**config.mk**
```make
export PLATFORM = sky130hd
export DESIGN_NAME = gpio_irq_ip
export DESIGN_NICKNAME = d
export VERILOG_FILES = /design/src/rtl/gpio_irq_ip.sv
export SDC_FILE = /design/constraint.sdc
export NUM_CORES = 1
export LEC_CHECK = 0
export ABC_AREA = 1
export CORE_ASPECT_RATIO = 1.25
export CORE_MARGIN = 3
export CORE_UTILIZATION = 45
export DETAILED_ROUTE_END_ITERATION = 7
export PLACE_DENSITY = 0.66
export SLEW_MARGIN = 5
export SYNTH_ARGS = -nofsm -noshare
export SYNTH_HDL_FRONTEND = slang
export SYNTH_SLANG_ARGS = --single-unit
```
**constraint.sdc**
```tcl
create_clock -name clk -period 2.5 [get_ports clk]
set_input_delay 0.5 -clock clk [delete_from_list [all_inputs] [get_ports clk]]
set_output_delay 0.5 -clock clk [all_outputs]
set_load 0.01 [all_outputs]
```
**src/rtl/gpio_irq_ip.sv**
```systemverilog
`default_nettype none
// +----------------------------------------------------------------------------+
// | Module   : gpio_irq_ip                                                     |
// | Purpose  : GPIO block with atomic data updates and W1C edge interrupts.    |
// | Revision : 1.0 - initial release                                           |
// +----------------------------------------------------------------------------+
module gpio_irq_ip #(
   parameter int GPIO_W      = 32,
   parameter int SYNC_STAGES = 2
) (
   input  logic              clk,
   input  logic              rst_n,
   input  logic              bus_valid,
   input  logic              bus_we,
   input  logic [31:0]       bus_addr,
   input  logic [31:0]       bus_wdata,
   output logic [31:0]       bus_rdata,
   input  logic [GPIO_W-1:0] gpio_in,
   output logic [GPIO_W-1:0] gpio_out,
   output logic [GPIO_W-1:0] gpio_oe,
   output logic              irq
);

   localparam logic [5:0] c_IDX_DATA  = 6'd0;
   localparam logic [5:0] c_IDX_DIR   = 6'd1;
   localparam logic [5:0] c_IDX_READ  = 6'd2;
   localparam logic [5:0] c_IDX_SET   = 6'd3;
   localparam logic [5:0] c_IDX_CLR   = 6'd4;
   localparam logic [5:0] c_IDX_TGL   = 6'd5;
   localparam logic [5:0] c_IDX_IE    = 6'd6;
   localparam logic [5:0] c_IDX_RISE  = 6'd7;
   localparam logic [5:0] c_IDX_FALL  = 6'd8;
   localparam logic [5:0] c_IDX_ISTAT = 6'd9;

   logic [GPIO_W-1:0] r_data, r_dir, r_ie, r_rise_en, r_fall_en, r_istat;
   logic [GPIO_W-1:0] r_sync [SYNC_STAGES];
   logic [GPIO_W-1:0] r_prev, r_event;
   logic [31:0]       r_rdata;

   logic [5:0]        w_idx;
   logic              w_wr, w_rd;
   logic [GPIO_W-1:0] w_wdata, w_in_sync, w_rise, w_fall, w_event, w_pins, w_clr;
   logic [31:0]       w_rd_val;
   logic              w_unused_addr;

   assign w_idx     = bus_addr[7:2];
   assign w_wr      = bus_valid & bus_we;
   assign w_rd      = bus_valid & ~bus_we;
   assign w_wdata   = bus_wdata[GPIO_W-1:0];
   assign w_in_sync = r_sync[SYNC_STAGES-1];
   assign w_rise    = w_in_sync & ~r_prev;
   assign w_fall    = ~w_in_sync & r_prev;
   assign w_event   = ((w_rise & r_rise_en) | (w_fall & r_fall_en)) & ~r_dir;
   assign w_pins    = (r_dir & r_data) | (~r_dir & w_in_sync);
   assign w_clr     = (w_wr && (w_idx == c_IDX_ISTAT)) ? w_wdata : '0;

   assign w_unused_addr = ^{bus_addr[31:8], bus_addr[1:0]};

   generate
      if (GPIO_W < 32) begin : g_unused_hi
         logic w_unused_wdata_hi;
         assign w_unused_wdata_hi = ^bus_wdata[31:GPIO_W];
      end
   endgenerate

   // Edge events are registered once more so an interrupt lands SYNC_STAGES+1 cycles after the pin edge.
   always_ff @(posedge clk or negedge rst_n) begin
      if (!rst_n) begin
         for (int k = 0; k < SYNC_STAGES; k++) r_sync[k] <= '0;
         r_prev  <= '0;
         r_event <= '0;
      end else begin
         r_sync[0] <= gpio_in;
         for (int k = 1; k < SYNC_STAGES; k++) r_sync[k] <= r_sync[k-1];
         r_prev  <= w_in_sync;
         r_event <= w_event;
      end
   end

   always_ff @(posedge clk or negedge rst_n) begin
      if (!rst_n) begin
         r_data    <= '0;
         r_dir     <= '0;
         r_ie      <= '0;
         r_rise_en <= '0;
         r_fall_en <= '0;
      end else if (w_wr) begin
         case (w_idx)
            c_IDX_DATA: r_data    <= w_wdata;
            c_IDX_DIR:  r_dir     <= w_wdata;
            c_IDX_SET:  r_data    <= r_data | w_wdata;
            c_IDX_CLR:  r_data    <= r_data & ~w_wdata;
            c_IDX_TGL:  r_data    <= r_data ^ w_wdata;
            c_IDX_IE:   r_ie      <= w_wdata;
            c_IDX_RISE: r_rise_en <= w_wdata;
            c_IDX_FALL: r_fall_en <= w_wdata;
            default: ;
         endcase
      end
   end

   // A new event on the same bit overrides a simultaneous W1C clear.
   always_ff @(posedge clk or negedge rst_n) begin
      if (!rst_n) r_istat <= '0;
      else        r_istat <= (r_istat & ~w_clr) | r_event;
   end

   always_comb begin
      w_rd_val = '0;
      case (w_idx)
         c_IDX_DATA:  w_rd_val[GPIO_W-1:0] = r_data;
         c_IDX_DIR:   w_rd_val[GPIO_W-1:0] = r_dir;
         c_IDX_READ:  w_rd_val[GPIO_W-1:0] = w_pins;
         c_IDX_IE:    w_rd_val[GPIO_W-1:0] = r_ie;
         c_IDX_RISE:  w_rd_val[GPIO_W-1:0] = r_rise_en;
         c_IDX_FALL:  w_rd_val[GPIO_W-1:0] = r_fall_en;
         c_IDX_ISTAT: w_rd_val[GPIO_W-1:0] = r_istat;
         default: ;
      endcase
   end

   always_ff @(posedge clk or negedge rst_n) begin
      if (!rst_n)    r_rdata <= '0;
      else if (w_rd) r_rdata <= w_rd_val;
   end

   assign bus_rdata = r_rdata;
   assign gpio_out  = r_data & r_dir;
   assign gpio_oe   = r_dir;
   assign irq       = |(r_istat & r_ie);

endmodule
`default_nettype wire
```
==> run_results.csv, run 1 <==
group,metric,value,unit
run_status,outcome,"complete, no violations",
place,placedCellCount,2881,
min_path,hp-class,"register to register",
global_routing,antenna_found_initial,1,
power_and_ir_drop,vdd_drop_max,0.525,mV
synthesis,yosys_warnings,0,
global_routing,track_usage,25.8,%
synthesis,synthCells,2245,
setup_path,reg2reg_depth,8,
cts,cts.sinks,352,
min_path,worstHoldStart,"r_sync[45]",
route,ant_nets,0,
power_and_ir_drop,powerDensity,666,nW/µm²
floorplanning,dieArea,40900,µm²
floorplanning,die_h,225,µm
synthesis,syn_nets,2409,
finish,layoutNonFillerInstCount,2953,
finish,areaGrowthSynthToFinish,25.2,%
synthesis,synth_most_common_cell,"nand2_1",
setup_path,crit_required,2.00,ns
synthesis,synth_mux_area_share,0,%
route,drtIter0Drc,1202,
cts,cts_buffer_depth,3,
setup_path,critPathCaptureType,"primary output",
synthesis,synthArstFlopShare,100,%
route,drc,0,
route,avgViaCountPerCell,5.27,
cts,cts_setup_buffers,0,
finish,fin_util,57.7,%
place,placedInstanceArea,20300,µm²
setup_path,r2r-start,"r_data[6]",
synthesis,synthAdderAreaFrac,4.63,%
global_routing,grt_pass1_wl,83.6,mm
timing,tns,0,ns
cts,cts.reportedPaths.clkPinSlew,0.06,ns
floorplanning,rows,79,
synthesis,ys_seq_area_share,50.9,%
cts,htreeDepth,2,
synthesis,synthFlopType,"dfrtp_1",
route,wl_per_cell,17.8,µm
cts,ctsRootBufferMaster,"clkbuf_16",
synthesis,syn_avg_cell_area,7.71,µm²
synthesis,synth_xor_area_share,0,%
finish,final_area,21700,µm²
synthesis,ys_types,22,
power_and_ir_drop,fin_total_pwr,14.4,mW
setup_path,timing.rr.end,"r_data[6]",
place,post-place-ws,-0.0102,ns
synthesis,ys_seq_elements,352,
timing,timing.slew.headroom,61.6,%
synthesis,synth_compound_area_share,6.55,%
synthesis,yosys.area.top_type_share,50.9,%
global_routing,grt.overflow.total,0,
power_and_ir_drop,p_leak,10.8,nW
timing,hold_slack,0.342,ns
finish,drive_above_1_share,6.89,%
floorplanning,start_util,46.1,%
place,place_congestion,0.856,
global_routing,grt_max_degree,62,
timing,final_max_slew_viol_count,0,
synthesis,synthTopCellsByArea,"dfrtp_1 (51%), nand2_1 (16%), inv_1 (5.9%)",
timing,min_period,2.48,ns
timing,fmax,0.403,GHz
floorplanning,coreArea,37600,µm²
flow_run,maxCapViolCount,0,
global_routing,grt_pass1_vias,15300,
place,dp_hpwl,34.7,mm
synthesis,yosys.area.top_type,"dfrtp_1",
place,io_buffers,170,
synthesis,synth-simple-area-share,29.2,%
setup_path,crit_path_start_kind,"register",
cts,clk_latency,0.55,ns
timing,min_period_over_period,99.2,%
timing,worst_pin_slew,0.576,ns
floorplanning,die_w,181,µm
setup_path,crit_arrival,1.98,ns
timing,rsz0062_at_grt,"false",
timing,hold_viol_final,0,
route,drt-pass1-iter-count,6,
timing,postLayoutSetupSlackWorst,0.0211,ns
synthesis,synth_top_family_by_area,"simple AND/OR/NAND/NOR gates",
setup_path,cp_max_fo,3,
synthesis,synth_edf_count,0,
min_path,hold_depth,0,
route,num_vias,15600,
synthesis,synthTopCellsByCount,"nand2_1 (731), dfrtp_1 (352), inv_1 (272)",
setup_path,rrSetupSlack,1.21,ns
cts,cts_tree,"done",
finish,final_nets,2601,
synthesis,syn_area,17300,µm²
timing,skew,0.0105,ns
cts,numCtsBuffers,39,
route,wl,52.6,mm
timing,setup_viol,0,
min_path,hold-path-endpoint,"w_in_sync[13]",
floorplanning,ioPinCount,197,
setup_path,worst-setup-path-type,"register to primary output",
-- layout by cell type, fill, tap and decap left out, drive strengths merged --
cell,n
dlygate4sd3,1
nor2,269
o31ai,31
buf,79
nand4,74
clkbuf,52
nand2,733
clkdlybuf4s15,1
clkdlybuf4s50,168
clkinv,27
bufinv,6
o21ai,160
a21oi,20
diode,1
inv,276
ha,64
nand3,153
dfrtp,352
-- cell families (layout without fill, tap and decap cells) --
family	Yosys count	after routing
compound gates	211	211
fa+ha+maj	64	64
buf+inv	389	610
flops	352	352
other cells	0	1
simple gates	1229	1229
-- power by group --
part | total, mW | internal [mW] | switching (mW)
sequential | 6.58 | 6.14 | 0.441
combinational | 1.75 | 0.711 | 1.03
clock | 6.10 | 3.71 | 2.38
-- worst max-delay path: stages, from the launching register on --
cell and delay [ns]:
dfrtp_1 0.40, nand2_1 0.15, nand4_1 0.17, nor2_2 0.20
nand4_1 0.23, clkdlybuf4s15_1 0.29
-- metal layers --
metal,GRT usage (%),share of wire (%),up-vias
met1,33.5,41,7448
met5,0,0,-
met4,8.97,3.1,0
met3,4.38,7.9,99
met2,43.8,48,618
li1,-,-,7409
-- what timing repair did --
| action | in CTS | in global routing |
|---|---|---|
| endpoints found under the hold margin | 50 | 0 |
| hold buffers | 1 | 0 |
| endpoints found under the setup margin | 1 | 1 |
| resized for setup | 3 | 4 |
| pin swaps | 1 | 1 |
-- flip-flops by register name, indices dropped and copies added, names as in the netlist --
signal     cells
r_istat       32
r_rise_en     32
r_ie          32
r_event       32
r_fall_en     32
r_sync        32
gpio_oe       32
bus_rdata     32
r_data        32
r_prev        32
w_in_sync     32
-- worst max-delay path by stage --
stage	startpoint	end	slack, ns	cells after the start
floorplan	bus_addr[7]	r_data[23]	0.85	9
global placement	bus_addr[4]	r_fall_en[26]	0.02	10
detailed placement	bus_addr[4]	r_fall_en[26]	-0.01	10
CTS	r_ie[13]	irq	0.0001	5
global route	r_ie[6]	irq	0.005	5
finish	r_istat[6]	irq	0.02	5
-- area by class of cell --
| class | instances | area, µm² |
|---|---|---|
| fillers | 3405 | 15900 |
| flip-flops and latches | 352 | 8810 |
| multi-input cells | 1504 | 7050 |
| repair buffers | 249 | 2750 |
| clock buffers | 52 | 1100 |
| inverters | 291 | 1090 |
| well taps | 486 | 608 |
| clock inverters | 18 | 259 |
| diodes | 1 | 2.50 |
(Power assumes the default switching activity.)
==> inputs of run 2 (changes only) <==
- CAP_MARGIN: default -> 0
==> results of run 2 <==
The final DEF is identical to that of run 1; final timing and power are the same.
